[src/rtl/prog_mem_pkg.sv]
`default_nettype none
// ============================================================================
//  Module      : prog_mem_pkg
//  Description : Shared definitions for the loadable program memory:
//                instruction width and fetch/load state encodings.
//  Revision    : 1.0 - initial release
// ============================================================================
package prog_mem_pkg;

    // Instruction word: opcode plus register field
    localparam int INSTRUCTION_WIDTH = 6;

    // Block operating mode; one bit is enough for the two modes
    typedef enum logic [0:0] {
        PM_S_RUN  = 1'b0,
        PM_S_LOAD = 1'b1
    } pm_state_t;

endpackage
`default_nettype wire

[src/rtl/prog_mem_array.sv]
`default_nettype none
// ============================================================================
//  Module      : prog_mem_array
//  Description : DEPTH x INSTR_W storage, one synchronous write port and one
//                synchronous read port. No reset: contents survive rst.
//  Revision    : 1.0 - initial release
// ============================================================================
module prog_mem_array #(
    parameter int INSTR_W = 6,
    parameter int ADDR_W  = 5,
    parameter int DEPTH   = 32
) (
    input  logic               clk,
    input  logic               we,
    input  logic [ADDR_W-1:0]  waddr,
    input  logic [INSTR_W-1:0] wdata,
    input  logic               re,
    input  logic [ADDR_W-1:0]  raddr,
    output logic [INSTR_W-1:0] rdata
);

    logic [INSTR_W-1:0] r_mem [DEPTH];
    logic [INSTR_W-1:0] r_rdata;

    // Write port: callers guarantee waddr < DEPTH whenever we is high
    always_ff @(posedge clk) begin
        if (we) begin
            r_mem[waddr] <= wdata;
        end
    end

    // Read port: output register only updates on an enabled read, so it holds
    always_ff @(posedge clk) begin
        if (re) begin
            r_rdata <= r_mem[raddr];
        end
    end

    assign rdata = r_rdata;

endmodule
`default_nettype wire

[src/rtl/prog_mem.sv]
`default_nettype none
// ============================================================================
//  Module      : prog_mem
//  Description : Loadable instruction memory with a one-cycle registered
//                fetch port, LOAD/RUN mode control, range checking and error
//                reporting.
//  Revision    : 1.0 - initial release
// ============================================================================
module prog_mem
    import prog_mem_pkg::*;
#(
    parameter int                 INSTR_W  = INSTRUCTION_WIDTH,
    parameter int                 ADDR_W   = 5,
    parameter int                 DEPTH    = 32,
    parameter logic [INSTR_W-1:0] NOP_WORD = {INSTR_W{1'b0}}
) (
    input  logic               clk,
    input  logic               rst,
    input  logic               prog_mode,
    input  logic               load_we,
    input  logic [ADDR_W-1:0]  load_addr,
    input  logic [INSTR_W-1:0] load_data,
    input  logic               fetch_req,
    input  logic [ADDR_W-1:0]  fetch_addr,
    output logic               fetch_valid,
    output logic [INSTR_W-1:0] fetch_data,
    output logic               fetch_err,
    output logic               in_load,
    output logic [ADDR_W:0]    load_count
);

    // DEPTH in the same (ADDR_W+1)-bit unsigned domain as the address compares
    localparam logic [ADDR_W:0] c_depth = (ADDR_W + 1)'(DEPTH);

    pm_state_t          r_state;
    pm_state_t          w_state_next;
    logic               w_fetch_in_range;
    logic               w_load_in_range;
    logic               w_rd_en;
    logic               w_wr_en;
    logic               w_enter_load;
    logic [INSTR_W-1:0] w_rd_data;
    logic               r_fetch_valid;
    logic               r_fetch_err;
    logic               r_rsp_nop;
    logic               r_in_load;
    logic [ADDR_W:0]    r_load_count;

    assign w_fetch_in_range = ({1'b0, fetch_addr} < c_depth);
    assign w_load_in_range  = ({1'b0, load_addr}  < c_depth);

    // Good reads only in RUN, writes only in LOAD: the two never collide
    assign w_rd_en      = fetch_req && (r_state == PM_S_RUN)  && w_fetch_in_range;
    assign w_wr_en      = load_we   && (r_state == PM_S_LOAD) && w_load_in_range;
    assign w_enter_load = (r_state == PM_S_RUN) && (w_state_next == PM_S_LOAD);

    // Mode state register
    always_ff @(posedge clk or posedge rst) begin
        if (rst) begin
            r_state <= PM_S_RUN;
        end else begin
            r_state <= w_state_next;
        end
    end

    // Mode transitions follow the prog_mode level
    always_comb begin
        w_state_next = r_state;
        case (r_state)
            PM_S_RUN:  if (prog_mode)  w_state_next = PM_S_LOAD;
            PM_S_LOAD: if (!prog_mode) w_state_next = PM_S_RUN;
            default:   w_state_next = PM_S_RUN;
        endcase
    end

    // in_load mirrors the state register; load_count restarts on LOAD entry
    always_ff @(posedge clk or posedge rst) begin
        if (rst) begin
            r_in_load    <= 1'b0;
            r_load_count <= '0;
        end else begin
            r_in_load <= (w_state_next == PM_S_LOAD);
            if (w_enter_load) begin
                r_load_count <= '0;
            end else if (w_wr_en && (r_load_count != c_depth)) begin
                r_load_count <= r_load_count + 1'b1;
            end
        end
    end

    // Fetch response: r_rsp_nop remembers whether the last response was an
    // error so fetch_data keeps showing NOP until the next response
    always_ff @(posedge clk or posedge rst) begin
        if (rst) begin
            r_fetch_valid <= 1'b0;
            r_fetch_err   <= 1'b0;
            r_rsp_nop     <= 1'b1;
        end else begin
            r_fetch_valid <= fetch_req;
            if (fetch_req) begin
                r_fetch_err <= !w_rd_en;
                r_rsp_nop   <= !w_rd_en;
            end else begin
                r_fetch_err <= 1'b0;
            end
        end
    end

    prog_mem_array #(
        .INSTR_W (INSTR_W),
        .ADDR_W  (ADDR_W),
        .DEPTH   (DEPTH)
    ) u_array (
        .clk   (clk),
        .we    (w_wr_en),
        .waddr (load_addr),
        .wdata (load_data),
        .re    (w_rd_en),
        .raddr (fetch_addr),
        .rdata (w_rd_data)
    );

    assign fetch_valid = r_fetch_valid;
    assign fetch_err   = r_fetch_err;
    assign fetch_data  = r_rsp_nop ? NOP_WORD : w_rd_data;
    assign in_load     = r_in_load;
    assign load_count  = r_load_count;

endmodule
`default_nettype wire

[config.mk]
export PLATFORM = sky130hd
export DESIGN_NAME = prog_mem
export DESIGN_NICKNAME = d
export VERILOG_FILES = /design/src/rtl/prog_mem_pkg.sv /design/src/rtl/prog_mem_array.sv /design/src/rtl/prog_mem.sv
export SDC_FILE = /design/constraint.sdc
export NUM_CORES = 1
export LEC_CHECK = 0
export CORE_MARGIN = 10
export CORE_UTILIZATION = 40
export CTS_CLUSTER_SIZE = 8
export DETAILED_ROUTE_END_ITERATION = 7
export PLACE_DENSITY = 0.64
export SYNTH_ARGS = -nofsm -noshare
export SYNTH_HDL_FRONTEND = slang
export SYNTH_HIERARCHICAL = 1
export SYNTH_SLANG_ARGS = --single-unit
[constraint.sdc]
create_clock -name clk -period 2.3 [get_ports clk]
set_input_delay 0.46 -clock clk [delete_from_list [all_inputs] [get_ports clk]]
set_output_delay 0.46 -clock clk [all_outputs]
set_load 0.03 [all_outputs]
Word-level counts from Yosys, hierarchy flattened --
Memory sizes are Yosys's and may differ from the RTL's. A register that Yosys moved wholly into a read port is not among the register bits. Index checks and enable logic that the tools add are counted.
Storage, ports and cells: bits in registers 10, memory bits (writable) 192, input bits 21, logic and storage cells 22, memories 1
Memory list:
- u_array.r_mem | words 32, width 6, rd ports 1, clocked after Yosys merged registers in 1, wr ports 1, RTL line prog_mem_array.sv:22 | logic [INSTR_W-1:0] r_mem [DEPTH];
Operators by class: add/subtract/negate cells 1, eq/ne operators 1, mux-type cells 7, bitwise logic cells 1, reductions and logical operators 6
Operators with widths (count):
- $mux 6 | 3
- $add 6x1->6 const B | 1
- $ne 6x6->1 const B | 1
- $logic_and 1x1->1 | 4
- $mux 1 | 4
- $reduce_bool 2->1 | 1
- $logic_not 1->1 | 1
- $not 1->1 | 1

Logic depth before layout (Yosys ltp) --
Gate-level depths: netlist of run 1.
depth after elaboration 4, depth in mapped cells 5, mapped depth without buffers 5

By module --
Netlist of run 1, hierarchy kept.
By module, submodules not included:
- prog_mem_array | instances 1, cells an instance 323, area an instance 7649.8 µm², seq. area each 5945.7 µm²
- prog_mem | instances 1, cells an instance 54, area an instance 523.0 µm², seq. area each 251.5 µm²

Worst setup path after synthesis of run 1 --
OpenSTA, ideal clock, no wires.
kind input -> register, start point input fetch_addr[2], end point register u_array.r_rdata[0] (netlist: u_array/rdata[0]) (read register of u_array.r_mem), data pin, setup time 260 ps, arrival 2179 ps, path slack -139 ps, stages on the path 5, buffers on the path 2, path through clkbuf_1 -> clkbuf_1 -> mux4_2 -> mux4_2 -> mux2_2
RTL lines:
- from (decl) | RTL line prog_mem.sv:24 | input logic [ADDR_W-1:0] fetch_addr,
- to (decl) | RTL line prog_mem_array.sv:23 | logic [INSTR_W-1:0] r_rdata;

Worst setup path in the final report of run 1 --
start point register r_rsp_nop, end point output fetch_data[2]
On the way: cells in the longest elaborated chain, start to end 1
RTL lines:
- from (decl) | RTL line prog_mem.sv:45 | logic r_rsp_nop;
- from (signal assigned) | RTL line prog_mem.sv:102 | r_rsp_nop <= !w_rd_en;
- $mux 6 | RTL line prog_mem.sv:125 | assign fetch_data = r_rsp_nop ? NOP_WORD : w_rd_data;
- to (decl) | RTL line prog_mem.sv:26 | output logic [INSTR_W-1:0] fetch_data,
Every way passes these cells.

==> results of run 1 <==
[critical path, delay by kind of cell, from the launching register on]
kind	cells	cell delay (ns)
buffers and inverters	1	0.60
DFF	1	0.57
and+or+nand+nor	1	0.06
[where the power goes]
group          total (mW)  internal [mW]  switching, mW
Clock                3.78           2.34           1.44
Combinational       0.533          0.254          0.279
Sequential           4.22           4.19         0.0266
[Yosys cell counts, types with 2 or more instances]
master,number
sky130_fd_sc_hd__edfxtp_1,198
sky130_fd_sc_hd__mux4_2,60
sky130_fd_sc_hd__nor2_1,34
sky130_fd_sc_hd__dfrtp_1,9
sky130_fd_sc_hd__nand2_1,8
sky130_fd_sc_hd__clkbuf_1,7
sky130_fd_sc_hd__mux2_2,7
sky130_fd_sc_hd__nor2b_1,6
sky130_fd_sc_hd__nand3_1,5
sky130_fd_sc_hd__nand3b_1,5
sky130_fd_sc_hd__a21oi_1,4
sky130_fd_sc_hd__buf_6,3
sky130_fd_sc_hd__inv_1,3
sky130_fd_sc_hd__or3_1,3
sky130_fd_sc_hd__or3b_2,3
sky130_fd_sc_hd__and2b_1,2
sky130_fd_sc_hd__buf_1,2
sky130_fd_sc_hd__buf_2,2
sky130_fd_sc_hd__ha_1,2
sky130_fd_sc_hd__mux2i_1,2
sky130_fd_sc_hd__o21ai_0,2
[area by class of cell]
| cell class | count | area (sq um) | share of cell area, % |
|---|---|---|---|
| clock buffer | 53 | 816 | 8.08 |
| inverter | 4 | 15.0 | 0.149 |
| multi-input combinational | 151 | 1880 | 18.7 |
| sequential | 208 | 6200 | 61.4 |
| tap | 270 | 338 | 3.35 |
| timing repair buffer | 90 | 843 | 8.36 |
[layer usage]
layer / vias up / share of wire, %
met5: - / 0
met4: 0 / 1.5
met3: 25 / 6.7
met2: 155 / 46
met1: 2177 / 46
li1: 1774 / -
[flip-flops by register name (all words and copies together), names as in the netlist]
signal         cells
u_array/r_mem    192
r_rsp_nop          1
in_load            1
u_array/rdata      6
fetch_err          1
fetch_valid        1
load_count         6
[cell families after synthesis]
logic type	synth area share (%)
mux	17.7
simple gates	4.24
flops	75.8
compound gates	0.750
fa+ha+maj	0.306
buf+inv	1.13
[worst min path at each step]
| stage | start | end | slack [ns] | cells after the start |
|---|---|---|---|---|
| after floorplan | rst | fetch_err$_DFF_PP0_ | 0.30 | 1 |
| after global placement | load_count[0]$_DFFE_PP0P_ | load_count[0]$_DFFE_PP0P_ | 0.55 | 1 |
| after detailed placement | load_count[5]$_DFFE_PP0P_ | load_count[5]$_DFFE_PP0P_ | 0.57 | 1 |
| after CTS | rst | load_count[0]$_DFFE_PP0P_ | 0.23 | 2 |
| after global routing | rst | load_count[3]$_DFFE_PP0P_ | 0.26 | 2 |
| final | rst | fetch_err$_DFF_PP0_ | 0.23 | 2 |
[through the flow]
stage	power, mW	area [sq um]	utilization (%)
floorplan	4.57	8180	-
global placement	4.82	9280	46.0
detailed placement	4.83	9280	46.0
CTS	8.63	10100	50.0
global route	8.83	10100	50.0
finish	8.54	10100	50.0
==> metrics.yaml, run 1 <==
run_status: "finished clean"
postRouteWirelength_um: 17500
global_route_wire_length_before_repair_um: 26600
reg2reg_slack_ns: 0.37
reg2reg_depth: 3
yosys_register_bits: 208
fp.coreArea_sq_mm: 0.0202
routed-via-count: 4131
drtAntennaViolNets: 0
timing.setup.tns_ns: 0
hold_violations: 0
crit_start: "r_rsp_nop$_DFFE_PP1P_"
required_ns: 1.84
min_period_ns: 2.20
unrepaired_setup_endpoints_after_global_routing: "no"
hold_slack_ns: 0.228
gr-usage-met3_pct: 2.68
clockBufferDepth: 3
placementRows: 52
design.die.area_sq_mm: 0.0265
synth_nets: 400
startpoint_type: "flip-flop"
syn2layout_area_growth_pct: 23.5
place.detailed.instances: 723
grt_util_all_layers_pct: 13.1
ys.flop_type: "sky130_fd_sc_hd__edfxtp_1"
finClkSkew_ns: 0.00573
synth_top_area_share_pct: 72.7
pin_count_of_the_biggest_net_entering_global_routing: 33
dp_worst_setup_slack_ns: -0.165
layout-drive-gt1-share_pct: 31.2
synth_edf_count: 198
report.final.setup_viol: 0
tightest_slew_ns: 0.389
num_io_pins: 36
regToRegEndpoint: "u_array/rdata[4]$_DFFE_PP_"
clkTransAtPathRegs_ns: 0.05
worstSetupEndpointType: "primary output"
regToRegStartpoint: "u_array/r_mem[13][4]$_DFFE_PP_"
syn_area_per_cell_sq_um: 21.7
cts_tree: "done"
grt.busiest_layer: "met2"
p_leak_nw: 3.30
crit_path_max_fanout: 7
cp_cell_sequence: "nor2b_1, clkdlybuf4s50_1"
cts.hold.buffers_added: 0
root_buffer: "sky130_fd_sc_hd__clkbuf_16"
place.port_buffers: 35
worst_skew_pair_later_pin_latency_ns: 0.51
nFillCells: 1649
asyncSetResetFlopFracSynth_pct: 4.81
antenna_cells: 0
htreeDepth: 1
design.final.nets: 507
first_iter_violations: 418
post-route-drc-count: 0
synth.distinct_cells: 31
peakVddDrop_uv: 606
initial_core_util_pct: 40.5
grtUsageMet1_pct: 19.2
grt.met2_usage_pct: 19.6
first_global_vias: 4281
grt_overflow_total: 0
numClockSinks: 208
vias_per_cell: 5.32
setup_slack_ns: 0.0988
syn_area_sq_mm: 0.00817
synth_top_cell_by_area: "sky130_fd_sc_hd__edfxtp_1"
critical_path_capture_point: "fetch_data[2]"
timing.max_cap.violations: 0
cts_setup_buffers: 0
timing.final.max_slew_violations: 0
routability_congestion: 0.787
die_height_um: 163
post_cts.resized_instances: 0
antenna_found_initial: 0
slew-limit-headroom_pct: 74.0
cts_inserted_buffers: 29
most_frequent_standard_cell_in_the_layout_excluding_fill_and_tap_cells: "sky130_fd_sc_hd__edfxtp_1"
worst-setup-path-type: "flip-flop to primary output"
synthCells: 377
drtPass1Iterations: 5
mostFrequentLayoutCells: "198 x sky130_fd_sc_hd__edfxtp_1, 60 x sky130_fd_sc_hd__mux4_2, 49 x sky130_fd_sc_hd__buf_4, 34 x sky130_fd_sc_hd__nor2_1, 33 x sky130_fd_sc_hd__clkdlybuf4s50_1"
synth_sequential_area_ratio_pct: 75.8
critPathMaxStageDelay_ns: 0.60
chipWidth_um: 163
finalCritPeriodShare_pct: 95.7
power_per_cell_area_mw_per_mm2: 846
cpMaxStageDelayCell: "sky130_fd_sc_hd__clkdlybuf4s50_1"
post_layout_nonfiller_instances: 776
drt-wirelength-per-cell_um: 22.6
ys_top_cells_by_area: "sky130_fd_sc_hd__edfxtp_1 73%, sky130_fd_sc_hd__mux4_2 17%, sky130_fd_sc_hd__dfrtp_1 2.8%"
maxClockFrequency_ghz: 0.454
critical_path_arrival_ns: 1.74
worst_hold_path_type: "input pin to async pin"
ys.warnings.count: 6
detailed_place_hpwl_um: 11400
Power figures use the tool's default switching activity.
==> inputs of run 2 (changes only) <==
==> constraint.sdc (replaced) <==
create_clock -name clk -period 2.2 [get_ports clk]
set_input_delay 0.44 -clock clk [delete_from_list [all_inputs] [get_ports clk]]
set_output_delay 0.44 -clock clk [all_outputs]
set_load 0.03 [all_outputs]
==> metrics.yaml, run 2 (synthesized netlist as in run 1, its figures left out) <==
design.die.area_sq_mm: 0.0265  # unchanged
global_route_wire_length_before_repair_um: 27500  # +3.3%
seq_power_share_pct: 50.2  # +0.8 points
worst_skew_pair_later_pin_latency_ns: 0.53  # +0.02 ns
p_leak_nw: 3.35  # +1.4%
maxClockFrequency_ghz: 0.475
most_frequent_standard_cell_in_the_layout_excluding_fill_and_tap_cells: "sky130_fd_sc_hd__edfxtp_1"
hold_violations: 0  # unchanged
drt-met1-wl_um: 7740  # -4.2%
critical_path_arrival_ns: 1.66  # -0.08 ns
syn2layout_area_growth_pct: 23.6
cts.hold.buffers_added: 0  # unchanged
layout-drive-gt1-share_pct: 33.3  # +2.0 points
startpoint_type: "flip-flop"
slew-limit-headroom_pct: 73.8  # -0.21 points
critPathMaxStageDelay_ns: 0.72  # +0.12 ns
antenna_found_initial: 0  # unchanged
swShare_pct: 20.3  # -0.14 points
clockBufferDepth: 3  # unchanged
num_io_pins: 36  # unchanged
drt-wirelength-per-cell_um: 23.6  # +4.8%
run_status: "finished clean"
p_switching_mw: 1.79  # +2.4%
post-route-drc-count: 0  # unchanged
finalCritPeriodShare_pct: 95.6
pin_count_of_the_biggest_net_entering_global_routing: 33  # unchanged
cts_inserted_buffers: 29  # unchanged
root_buffer: "sky130_fd_sc_hd__clkbuf_16"
cpMaxStageDelayCell: "sky130_fd_sc_hd__clkdlybuf4s50_1"
required_ns: 1.76  # -0.08 ns
place.port_buffers: 35  # unchanged
detailed_place_hpwl_um: 12100  # +6.2%
htreeDepth: 1  # unchanged
cts_tree: "done"
cp_cell_sequence: "clkdlybuf4s50_1"
hold_slack_ns: 0.214  # -0.0144 ns
largest_reg_flops: 192  # unchanged
worstSetupEndpointType: "primary output"
design.final.nets: 515  # +1.6%
worst_hold_path_type: "input pin to async pin"
fp.coreArea_sq_mm: 0.0202  # unchanged
crit_path_max_fanout: 6  # -1
cts_setup_buffers: 0  # unchanged
wl_met3_um: 1260  # +8.2%
post_cts.resized_instances: 6  # +6
timing.setup.tns_ns: 0  # unchanged
min_period_ns: 2.10
finClkSkew_ns: 0.0203  # +0.0146 ns
routed-wl-met2_um: 8770  # +9.9%
nFillCells: 1653  # +0.24%
first_iter_violations: 288  # -31%
mostFrequentLayoutCells: "198 x sky130_fd_sc_hd__edfxtp_1, 60 x sky130_fd_sc_hd__mux4_2, 56 x sky130_fd_sc_hd__buf_4, 34 x sky130_fd_sc_hd__nor2_1, 29 x sky130_fd_sc_hd__clkbuf_16"
largest-register: "u_array/r_mem"
die_height_um: 163  # unchanged
grt_overflow_total: 0  # unchanged
p_int_mw: 7.01  # +3.3%
worst-setup-path-type: "flip-flop to primary output"
top_signal_layer_used: "met4"
power_per_cell_area_mw_per_mm2: 871  # +3.0%
tightest_slew_ns: 0.392  # +0.00309 ns
numClockSinks: 208  # unchanged
report.final.setup_viol: 0  # unchanged
share_comb_of_total_power_pct: 6.4  # +0.2 points
vias_per_cell: 5.34  # +0.34%
peakVddDrop_uv: 534  # -12%
routed-via-count: 4129  # -0.048%
unrepaired_setup_endpoints_after_global_routing: "no"
timing.final.max_slew_violations: 0  # unchanged
first_global_vias: 4313  # +0.75%
postRouteWirelength_um: 18300  # +4.4%
initial_core_util_pct: 40.5  # unchanged
chipWidth_um: 163  # unchanged
placementRows: 52  # unchanged
clock_power_share_pct: 43.5  # -0.8 points
grt_util_all_layers_pct: 13.9  # +0.73 points
crit_buf_inv: 1  # unchanged
clkTransAtPathRegs_ns: 0.05  # about the same
drtAntennaViolNets: 0  # unchanged
timing.max_cap.violations: 0  # unchanged
drtPass1Iterations: 5  # unchanged
routability_congestion: 0.816  # +3.8%
timing.critical_path.max_delay_family: "buffers and inverters"
==> run 2: power by group through the flow <==
| stage | combinational [mW] | sequential, mW | clock [mW] |
|---|---|---|---|
| after floorplan | 0.277 | 4.50 | 0 |
| after global placement | 0.561 | 4.48 | 0 |
| after detailed placement | 0.573 | 4.49 | 0 |
| after CTS | 0.568 | 4.41 | 3.92 |
| after global routing | 0.600 | 4.41 | 4.10 |
| final | 0.560 | 4.41 | 3.83 |
==> run 2: worst paths after layout <==
path | slack [ns] | from | cells after the start | endpoint
min in group clk | 0.46 | prog_mode | 1 | in_load$_DFF_PP0_
min reg2reg | 0.56 | load_count[0]$_DFFE_PP0P_ | 1 | load_count[0]$_DFFE_PP0P_
max in group asynchronous | 1.67 | rst | 2 | r_rsp_nop$_DFFE_PP1P_
max reg2reg | 0.22 | u_array/r_mem[29][2]$_DFFE_PP_ | 3 | u_array/rdata[2]$_DFFE_PP_
min | 0.21 | rst | 2 | fetch_valid$_DFF_PP0_
max | 0.1 | load_count[1]$_DFFE_PP0P_ | 1 | load_count[1]
==> run 2: cell type report <==
| type | instances | area [sq um] | area share, % |
|---|---|---|---|
| clock inverters | 1 | 8.76 | 0.0867 |
| repair buffers | 98 | 893 | 8.84 |
| well taps | 270 | 338 | 3.34 |
| clock buffers | 40 | 767 | 7.59 |
| multi-input cells | 151 | 1880 | 18.6 |
| inverters | 4 | 15.0 | 0.149 |
| flip-flops and latches | 208 | 6200 | 61.3 |
| diodes | 1 | 2.50 | 0.0248 |
==> run 2: routing by layer <==
metal	GRT usage [%]	vias up
met2	21.9	161
li1	-	1794
met5	0	-
met1	18.8	2137
met3	2.98	37
met4	4.59	0
==> run 2: metrics by stage <==
step	util [%]	std cells	power, mW	instance area, sq um	setup WS [ns]
final	50.1	773	8.80	10100	0.0962
after global routing	50.1	772	9.11	10100	0.0195
after CTS	50.1	772	8.90	10100	0.0674
after detailed placement	46.3	731	5.06	9330	-0.342
after global placement	46.3	731	5.05	9330	-0.340
after floorplan	-	377	4.78	8200	0.00673
==> inputs of run 3 (changes only) <==
--- a/config.mk
+++ b/config.mk
@@ -9,7 +9,6 @@
 export CORE_UTILIZATION = 40
 export CTS_CLUSTER_SIZE = 8
 export DETAILED_ROUTE_END_ITERATION = 7
-export PLACE_DENSITY = 0.64
 export SYNTH_ARGS = -nofsm -noshare
 export SYNTH_HDL_FRONTEND = slang
 export SYNTH_HIERARCHICAL = 1
==> metrics.yaml, run 3 (synthesized netlist as in run 1, its figures left out) <==
run_status: "finished clean"
drtPass1Iterations: 5  # unchanged
routability_congestion: 0.761  # -6.8%
die_height_um: 163  # unchanged
design.final.nets: 513  # -0.39%
peakVddDrop_uv: 584  # +9.5%
grt.busiest_layer: "met2"
place.port_buffers: 35  # unchanged
antenna_found_initial: 0  # unchanged
report.final.setup_viol: 0  # unchanged
antenna_cells: 0  # -1
timing.final.max_slew_violations: 0  # unchanged
routed-via-count: 4026  # -2.5%
critical_path_arrival_ns: 1.68  # +0.02 ns
grt_overflow_total: 0  # unchanged
seqCellArea_sq_mm: 0.00620  # unchanged
most_frequent_standard_cell_in_the_layout_excluding_fill_and_tap_cells: "sky130_fd_sc_hd__edfxtp_1"
maxClockFrequency_ghz: 0.472  # -0.76%
p_leak_nw: 3.35  # about the same
clkTransAtPathRegs_ns: 0.05  # about the same
reg2reg_depth: 3  # unchanged
startpoint_type: "flip-flop"
clockBufferDepth: 3  # unchanged
share_comb_of_total_power_pct: 6.4  # about the same
min_period_ns: 2.12  # +0.0161 ns
detailed_place_hpwl_um: 11300  # -6.9%
first_iter_violations: 236  # -18%
largest_reg_flops: 192  # unchanged
postRouteWirelength_um: 16800  # -8.2%
worstSetupEndpointType: "primary output"
swShare_pct: 20.0  # -0.30 points
nFillCells: 1641  # -0.73%
htreeDepth: 1  # unchanged
slew-limit-headroom_pct: 73.6  # -0.22 points
syn2layout_area_growth_pct: 23.9
pin_count_of_the_biggest_net_entering_global_routing: 33  # unchanged
unrepaired_setup_endpoints_after_global_routing: "no"
worst_skew_pair_later_pin_latency_ns: 0.52  # about the same
clock_power_share_pct: 43.3  # -0.2 points
multi_input_area_sq_mm: 0.00188  # unchanged
post-route-drc-count: 0  # unchanged
p_int_mw: 7.02  # +0.11%
grtUsageMet1_pct: 18.4  # -0.37 points
mostFrequentLayoutCells: "198 x sky130_fd_sc_hd__edfxtp_1, 60 x sky130_fd_sc_hd__mux4_2, 52 x sky130_fd_sc_hd__buf_4, 34 x sky130_fd_sc_hd__nor2_1, 29 x sky130_fd_sc_hd__clkbuf_16"
post_place_instance_area_sq_mm: 0.00936  # +0.27%
cts_tree: "done"
num_io_pins: 36  # unchanged
largest-register: "u_array/r_mem"
vias_per_cell: 5.23  # -2.1%
first_global_vias: 4174  # -3.2%
worst_hold_path_type: "input pin to async pin"
p_switching_mw: 1.75  # -1.8%
timing.max_cap.violations: 0  # unchanged
crit_path_max_fanout: 7  # +1
final_core_util_pct: 50.2  # +0.087 points
layout-drive-gt1-share_pct: 32.8  # -0.47 points
tightest_slew_ns: 0.395  # +0.00250 ns
seq_power_share_pct: 50.3  # about the same
finClkSkew_ns: 0.00863  # -0.0116 ns
root_buffer: "sky130_fd_sc_hd__clkbuf_16"
fp.coreArea_sq_mm: 0.0202  # unchanged
drtAntennaViolNets: 0  # unchanged
finalCritPeriodShare_pct: 96.4  # +0.73 points
grt.met2_usage_pct: 19.5  # -2.3 points
initial_core_util_pct: 40.5  # unchanged
gr-usage-met3_pct: 2.58  # -0.40 points
drt-wirelength-per-cell_um: 21.8  # -7.9%
numClockSinks: 208  # unchanged
cts_inserted_buffers: 29  # unchanged
design.die.area_sq_mm: 0.0265  # unchanged
required_ns: 1.76  # about the same
final_design_area_no_fill_sq_mm: 0.0101  # +0.17%
chipWidth_um: 163  # unchanged
global_route_wire_length_before_repair_um: 25900  # -5.8%
worst-setup-path-type: "flip-flop to primary output"
hold_violations: 0  # unchanged
grt_util_all_layers_pct: 12.8  # -1.0 points
placementRows: 52  # unchanged
power_per_cell_area_mw_per_mm2: 867  # -0.45%
[run 3: cell types whose count changed in the layout (fill, tap and decap cells not counted)]
cell                       previous run  this run
sky130_fd_sc_hd__clkbuf_1            11        12
sky130_fd_sc_hd__buf_2                2         1
sky130_fd_sc_hd__inv_6                1         0
sky130_fd_sc_hd__diode_2              1         0
sky130_fd_sc_hd__buf_4               56        52
sky130_fd_sc_hd__buf_12               7        10
[run 3: worst max-delay path, stage by stage (launching register included)]
cell and delay (ns):
sky130_fd_sc_hd__dfrtp_1 0.34, sky130_fd_sc_hd__buf_4 0.15, sky130_fd_sc_hd__clkdlybuf4s50_1 0.67
[run 3: per-layer routing]
layer | vias up | wire length (um)
met3 | 29 | 913
met2 | 111 | 7760
met5 | - | 0
li1 | 1780 | -
met1 | 2106 | 7740
met4 | 0 | 349
[run 3: cell type report]
| class | count | area share [%] |
|---|---|---|
| Sequential cell | 208 | 61.2 |
| Multi-Input combinational cell | 151 | 18.6 |
| Timing Repair Buffer | 96 | 9.07 |
| Clock buffer | 41 | 7.61 |
| Tap cell | 270 | 3.34 |
| Inverter | 4 | 0.148 |
[run 3: path summary, 6_finish.rpt]
path                                                      from                    endpoint  slack (ns)
min in group clk                                     prog_mode           in_load$_DFF_PP0_        0.46
max in group asynchronous                                  rst       r_rsp_nop$_DFFE_PP1P_        1.67
worst max register to register  u_array/r_mem[27][2]$_DFFE_PP_  u_array/rdata[2]$_DFFE_PP_        0.27
worst min register to register       load_count[0]$_DFFE_PP0P_   load_count[0]$_DFFE_PP0P_        0.59
worst max-delay path                         in_load$_DFF_PP0_                     in_load        0.08
worst min-delay path                                       rst   load_count[3]$_DFFE_PP0P_        0.21
[run 3: power groups by stage]
stage,Combinational (mW),Clock (mW),Sequential (mW)
after floorplan,0.277,0,4.50
after global placement,0.570,0,4.48
after detailed placement,0.580,0,4.49
after CTS,0.576,3.89,4.41
after global routing,0.606,4.08,4.41
final,0.562,3.80,4.41
[run 3: what timing repair did]
item	in CTS	in global routing
resized for setup	6	0
hold buffers	0	0
endpoints found under the setup margin	6	0
setup buffers	0	0
hold endpoints to repair	0	0
[run 3: through the flow]
stage               TNS [ns]  hold WS (ns)  power [mW]  cells  setup WS [ns]
finish                     0         0.211        8.78    770         0.0802
global placement       -7.74         0.576        5.05    729         -0.271
detailed placement     -7.74         0.583        5.07    729         -0.280
global route               0         0.258        9.10    770         0.0289
floorplan                  0         0.279        4.78    377        0.00673
CTS                        0         0.219        8.88    770         0.0550
